[src/rtl/id_ex_stage.sv]
// ID/EX register and operand select for the ALU; MEM/WB forwarding and a load-use bubble.
// Latency: accepted instruction presents ALU operands 1 cycle later; out_ready low holds everything.
module id_ex_stage #(
    parameter int         XLEN    = 32,
    parameter int         REG_AW  = 5,
    parameter logic [3:0] ALU_XXX = 4'hF
) (
    input  logic              clk,
    input  logic              rst,
    input  logic              flush,
    input  logic              in_valid,
    output logic              in_ready,
    input  logic [XLEN-1:0]   in_pc,
    input  logic [REG_AW-1:0] in_rs1_addr,
    input  logic              in_rs1_used,
    input  logic [REG_AW-1:0] in_rs2_addr,
    input  logic              in_rs2_used,
    input  logic [XLEN-1:0]   in_rs1_data,
    input  logic [XLEN-1:0]   in_rs2_data,
    input  logic [XLEN-1:0]   in_imm,
    input  logic              in_asel,
    input  logic              in_bsel,
    input  logic [3:0]        in_alu_op,
    input  logic [REG_AW-1:0] in_rd_addr,
    input  logic              in_reg_we,
    input  logic              in_mem_read,
    input  logic              in_mem_write,
    input  logic              fwd_mem_we,
    input  logic [REG_AW-1:0] fwd_mem_rd,
    input  logic [XLEN-1:0]   fwd_mem_data,
    input  logic              fwd_wb_we,
    input  logic [REG_AW-1:0] fwd_wb_rd,
    input  logic [XLEN-1:0]   fwd_wb_data,
    output logic              out_valid,
    input  logic              out_ready,
    output logic [XLEN-1:0]   alu_a,
    output logic [XLEN-1:0]   alu_b,
    output logic [3:0]        alu_op,
    output logic [XLEN-1:0]   store_data,
    output logic [XLEN-1:0]   ex_pc,
    output logic [REG_AW-1:0] ex_rd_addr,
    output logic              ex_reg_we,
    output logic              ex_mem_read,
    output logic              ex_mem_write
);

    typedef struct packed {
        logic [XLEN-1:0]   pc;
        logic [REG_AW-1:0] rs1_addr;
        logic [REG_AW-1:0] rs2_addr;
        logic [XLEN-1:0]   rs1_dat;
        logic [XLEN-1:0]   rs2_dat;
        logic [XLEN-1:0]   imm;
        logic              asel;
        logic              bsel;
        logic [3:0]        alu_op;
        logic [REG_AW-1:0] rd_addr;
        logic              reg_we;
        logic              mem_read;
        logic              mem_write;
    } hdr_t;

    logic valid_q, valid_d;
    hdr_t held_q, held_d;
    logic advance, load_use;
    logic wb_hit1, wb_hit2;
    logic [XLEN-1:0] fwd_rs1, fwd_rs2;

    // MEM beats WB; x0 always reads as zero regardless of what anyone claims to write.
    function automatic logic [XLEN-1:0] fwd_sel(
        input logic [REG_AW-1:0] addr,
        input logic [XLEN-1:0]   held_dat,
        input logic              mem_we,
        input logic [REG_AW-1:0] mem_rd,
        input logic [XLEN-1:0]   mem_dat,
        input logic              wb_we,
        input logic [REG_AW-1:0] wb_rd,
        input logic [XLEN-1:0]   wb_dat
    );
        if (addr == '0)                    return '0;
        else if (mem_we && mem_rd == addr) return mem_dat;
        else if (wb_we && wb_rd == addr)   return wb_dat;
        else                               return held_dat;
    endfunction

    always_comb begin
        advance  = !valid_q || out_ready;
        load_use = valid_q && held_q.mem_read && (held_q.rd_addr != '0) &&
                   ((in_rs1_used && in_rs1_addr == held_q.rd_addr) ||
                    (in_rs2_used && in_rs2_addr == held_q.rd_addr));
        in_ready = advance && !load_use && !flush;
        // Regfile write and read land in the same cycle; take the value being written.
        wb_hit1  = fwd_wb_we && (fwd_wb_rd == in_rs1_addr) && (in_rs1_addr != '0);
        wb_hit2  = fwd_wb_we && (fwd_wb_rd == in_rs2_addr) && (in_rs2_addr != '0);
    end

    always_comb begin
        valid_d = valid_q;
        held_d  = held_q;
        if (flush) begin
            valid_d = 1'b0;
        end else if (advance && load_use) begin
            valid_d = 1'b0;
        end else if (in_valid && in_ready) begin
            valid_d          = 1'b1;
            held_d.pc        = in_pc;
            held_d.rs1_addr  = in_rs1_addr;
            held_d.rs2_addr  = in_rs2_addr;
            held_d.rs1_dat   = wb_hit1 ? fwd_wb_data : in_rs1_data;
            held_d.rs2_dat   = wb_hit2 ? fwd_wb_data : in_rs2_data;
            held_d.imm       = in_imm;
            held_d.asel      = in_asel;
            held_d.bsel      = in_bsel;
            held_d.alu_op    = in_alu_op;
            held_d.rd_addr   = in_rd_addr;
            held_d.reg_we    = in_reg_we;
            held_d.mem_read  = in_mem_read;
            held_d.mem_write = in_mem_write;
        end else if (advance) begin
            valid_d = 1'b0;
        end
    end

    always_ff @(posedge clk or posedge rst) begin
        if (rst) begin
            valid_q       <= 1'b0;
            held_q        <= '0;
            held_q.alu_op <= ALU_XXX;
        end else begin
            valid_q <= valid_d;
            held_q  <= held_d;
        end
    end

    always_comb begin
        fwd_rs1 = fwd_sel(held_q.rs1_addr, held_q.rs1_dat, fwd_mem_we, fwd_mem_rd,
                          fwd_mem_data, fwd_wb_we, fwd_wb_rd, fwd_wb_data);
        fwd_rs2 = fwd_sel(held_q.rs2_addr, held_q.rs2_dat, fwd_mem_we, fwd_mem_rd,
                          fwd_mem_data, fwd_wb_we, fwd_wb_rd, fwd_wb_data);
    end

    assign out_valid    = valid_q;
    assign alu_a        = held_q.asel ? held_q.pc  : fwd_rs1;
    assign alu_b        = held_q.bsel ? held_q.imm : fwd_rs2;
    assign alu_op       = valid_q ? held_q.alu_op : ALU_XXX;
    assign store_data   = fwd_rs2;
    assign ex_pc        = held_q.pc;
    assign ex_rd_addr   = held_q.rd_addr;
    assign ex_reg_we    = valid_q && held_q.reg_we;
    assign ex_mem_read  = valid_q && held_q.mem_read;
    assign ex_mem_write = valid_q && held_q.mem_write;

endmodule

[config.mk]
export PLATFORM = sky130hd
export DESIGN_NAME = id_ex_stage
export DESIGN_NICKNAME = d
export VERILOG_FILES = /design/src/rtl/id_ex_stage.sv
export SDC_FILE = /design/constraint.sdc
export NUM_CORES = 1
export LEC_CHECK = 0
export ABC_AREA = 0
export BUFFER_PORTS_ARGS = -buffer_cell sky130_fd_sc_hd__buf_2
export CAP_MARGIN = 20
export CORE_AREA = 2 2 146 148
export DETAILED_ROUTE_END_ITERATION = 10
export DIE_AREA = 0 0 148 150
export HOLD_SLACK_MARGIN = 0.02
export PLACE_DENSITY = 0.87
export RECOVER_POWER = 25
export SLEW_MARGIN = 15
export SYNTH_ARGS = -nofsm -noshare
export SYNTH_HDL_FRONTEND = slang
export SYNTH_SLANG_ARGS = --single-unit
export TNS_END_PERCENT = 20
[constraint.sdc]
create_clock -name clk -period 7.6 [get_ports clk]
set_input_delay 1.14 -clock clk [delete_from_list [all_inputs] [get_ports clk]]
set_output_delay 1.14 -clock clk [all_outputs]
set_load 0.005 [all_outputs]
==> results.sh <==
export IMPL_hold_viol=0
export IMPL_slew_limit_headroom_pct=-150
export IMPL_r2r_cells=5
export IMPL_holdBufCountCts=0
export IMPL_core_mm2=0.0207
export IMPL_crit_top_cell="buf_2"
export IMPL_ys_seq_elements=153
export IMPL_grt_pass1_wl_mm=52.1
export IMPL_yosysTopAreaCellShare_pct=38.0
export IMPL_worstPathBufferInverterCount=2
export IMPL_die_w_um=148
export IMPL_drtAntennaViolNets=0
export IMPL_most_common_layout_cells="361 x buf_2, 164 x mux2_2, 148 x dfrtp_1, 128 x o21ai_0, 98 x nand3_1"
export IMPL_dp_hpwl_mm=24.0
export IMPL_power_density_mw_per_mm2=233
export IMPL_vias=9428
export IMPL_path_clk_slew_ps=60
export IMPL_area_growth_syn_to_layout_pct=23.6
export IMPL_min_to="held_q[50]$_DFFE_PP0P_"
export IMPL_status="finished, violations left"
export IMPL_timing_rr_start="ex_rd_addr[1]$_DFFE_PP0P_"
export IMPL_place_ws_ps=2880
export IMPL_crit_path_start_kind="input pin"
export IMPL_gp_congestion=0.917
export IMPL_ff2ff_setup_slack_ps=4370
export IMPL_synth_cell_types=37
export IMPL_setup_viol=0
export IMPL_required_ps=6460
export IMPL_setup_tns_ps=0
export IMPL_grt_max_degree=82
export IMPL_grt_usage_pct=30.7
export IMPL_worstPathCellList="buf_2, xor2_1, nor4_1, nand3_4, and3_1, o21ai_0, buf_2"
export IMPL_critPathArrivalTime_ps=3240
export IMPL_peakVddDrop_mv=0.140
export IMPL_critPathMaxFanout=64
export IMPL_skew_ps=11.7
export IMPL_crit_path_end_kind="output port"
export IMPL_hp_class="reg2reg"
export IMPL_worst_path_max_delay_cell="nand3_4"
export IMPL_hold_path_depth=1
export IMPL_cp_top_family="simple AND/OR/NAND/NOR gates"
export IMPL_drt_iter0_drc=579
export IMPL_fp_dieH_um=150
export IMPL_wl_per_cell_um=22.7
export IMPL_r2r_end="ex_pc[8]$_DFFE_PP0P_"
export IMPL_layout_commonest_cell="buf_2"
export IMPL_firstDrtPassIters=5
export IMPL_clkLatencyLatePin_ps=410
export IMPL_antenna_found_initial=6
export IMPL_fmax_mhz=229
export IMPL_gr_total_overflow=0
export IMPL_post_cts_resized=0
export IMPL_fin_crit_sh_pct=57.6
export IMPL_netlist_instances=962
export IMPL_syn_avg_cell_area_um2=10.2
export IMPL_slew_viol_final=82
export IMPL_layout_drive_gt1_share_pct=48.9
export IMPL_final_fill_count=1733
export IMPL_tightest_slew_ps=3730
export IMPL_netlist_area_mm2=0.00980
export IMPL_route_final_wire_length_mm=35.1
export IMPL_vias_per_cell=6.10
export IMPL_cts_htree_levels=4
export IMPL_portBuffers=376
export IMPL_synth_edff_count=0
export IMPL_setup_ws_ps=3220
export IMPL_cts_tree="done"
export IMPL_rows=53
export IMPL_synth_ff_type="dfrtp_1"
export IMPL_hold_ws_ps=479
export IMPL_yosysSeqAreaShare_pct=39.1
export IMPL_cts_buffers_inserted=17
export IMPL_io_pins=377
export IMPL_criticalPathCategory="in2out"
export IMPL_start_util_pct=47.4
export IMPL_cts_sinks=153
export IMPL_drc=0
export IMPL_ys_warnings_count=0
export IMPL_dieArea_mm2=0.0222
export IMPL_yosys_area_top_type="dfrtp_1"
export IMPL_nets=1486
export IMPL_p_leak_nw=5.34
export IMPL_fin_crit_ps=4380
export IMPL_synth_area_leaders="dfrtp_1 38%, mux2_2 19%, o21ai_0 6.5%, mux2_1 6.0%, nand3_1 5.1%"
export IMPL_rsz0062_at_grt="false"
export IMPL_cp_slowest_stage_delay_ps=590
export IMPL_cts_root_buf="clkbuf_16"
export IMPL_drv_cap=1
export IMPL_synthesis_nets=1197
export IMPL_min_from="held_q[50]$_DFFE_PP0P_"
export IMPL_cts_buffer_depth=2
export IMPL_violations="capacitance limit, slew limit"
export IMPL_post_cts_setup_buffer_count=0
export IMPL_grt_pass1_vias=9541
export IMPL_postSynth_asyncResetShare_pct=100
-- cell families after synthesis --
group / share of synthesized area (%)
xor gates and xnor gates: 3.39
muxes: 24.8
AOI/OAI and AO/OA: 10.8
DFF: 39.1
and+or+nand+nor: 15.3
buffers and inverters: 6.65
-- cell usage after synthesis (2+ instances only) --
library cell and number:
o21ai_0 128, clkbuf_1 56, dfstp_2 4, xnor2_1 30, a32o_1 32, a211oi_2 2
nand4_1 4, or3_1 2, or4_1 2, nor2_1 4, and3b_1 31, dfrtp_1 149
nand3_1 100, a21boi_0 2, and2_1 5, or2_2 32, xor2_1 8, nand2b_1 4
nor4_1 3, mux2_2 164, and4_1 2, buf_4 45, buf_2 17, and3_1 32
nand2_1 41, mux2_1 52
-- worst max path at each step --
| stage | cells after the start | startpoint | endpoint |
|---|---|---|---|
| after floorplan | 1 | rst | ex_pc[0]$_DFFE_PP0P_ |
| after global placement | 7 | fwd_mem_rd[0] | alu_a[17] |
| after detailed placement | 7 | fwd_mem_rd[0] | alu_a[14] |
| after CTS | 7 | fwd_mem_rd[0] | alu_a[14] |
| after global routing | 3 | rst | held_q[12]$_DFFE_PP0P_ |
| final | 7 | fwd_mem_rd[0] | alu_a[22] |
-- worst reg2reg max path, stage by stage (launching register included) --
cell and delay (ps):
dfrtp_1 450, or4_1 560, o21a_1 210, a21oi_1 510, buf_4 860, mux2_2 520
-- metal layers --
metal	vias up	track usage (%)	wire (um)
li1	4041	-	-
met1	4623	36.2	13100
met5	-	0	0
met3	137	6.98	3250
met4	0	18.2	1950
met2	627	51.2	16800
-- state kept, by name, summed over array words and instances, names as in the netlist --
name and count:
ex_pc 32, ex_rd_addr 5, held_q 115, out_valid 1
-- metrics by stage --
stage | utilization [%] | cell area, um2 | power (mW) | instances
global route | 58.6 | 12100 | 2.97 | 1545
finish | 58.6 | 12100 | 2.82 | 1545
floorplan | - | 9800 | 1.61 | 962
detailed placement | 55.9 | 11600 | 2.00 | 1507
CTS | 58.6 | 12100 | 2.83 | 1539
global placement | 55.8 | 11500 | 1.96 | 1506
-- power by group --
part           internal (mW)  switching (mW)
Clock                  0.446           0.379
Combinational          0.447           0.480
Sequential             0.959           0.113
Total                   1.85           0.972
-- area by class of cell --
type	count	area, um2	share of cell area, %
antenna	6	15.0	0.124
clock buffer	20	457	3.77
clock inverter	12	104	0.857
inverter	1	5.00	0.0413
multi-input combinational	688	5370	44.3
sequential	153	3830	31.7
tap	275	344	2.84
timing repair buffer	390	1990	16.4
No activity file was read; power rests on OpenSTA's default activity.
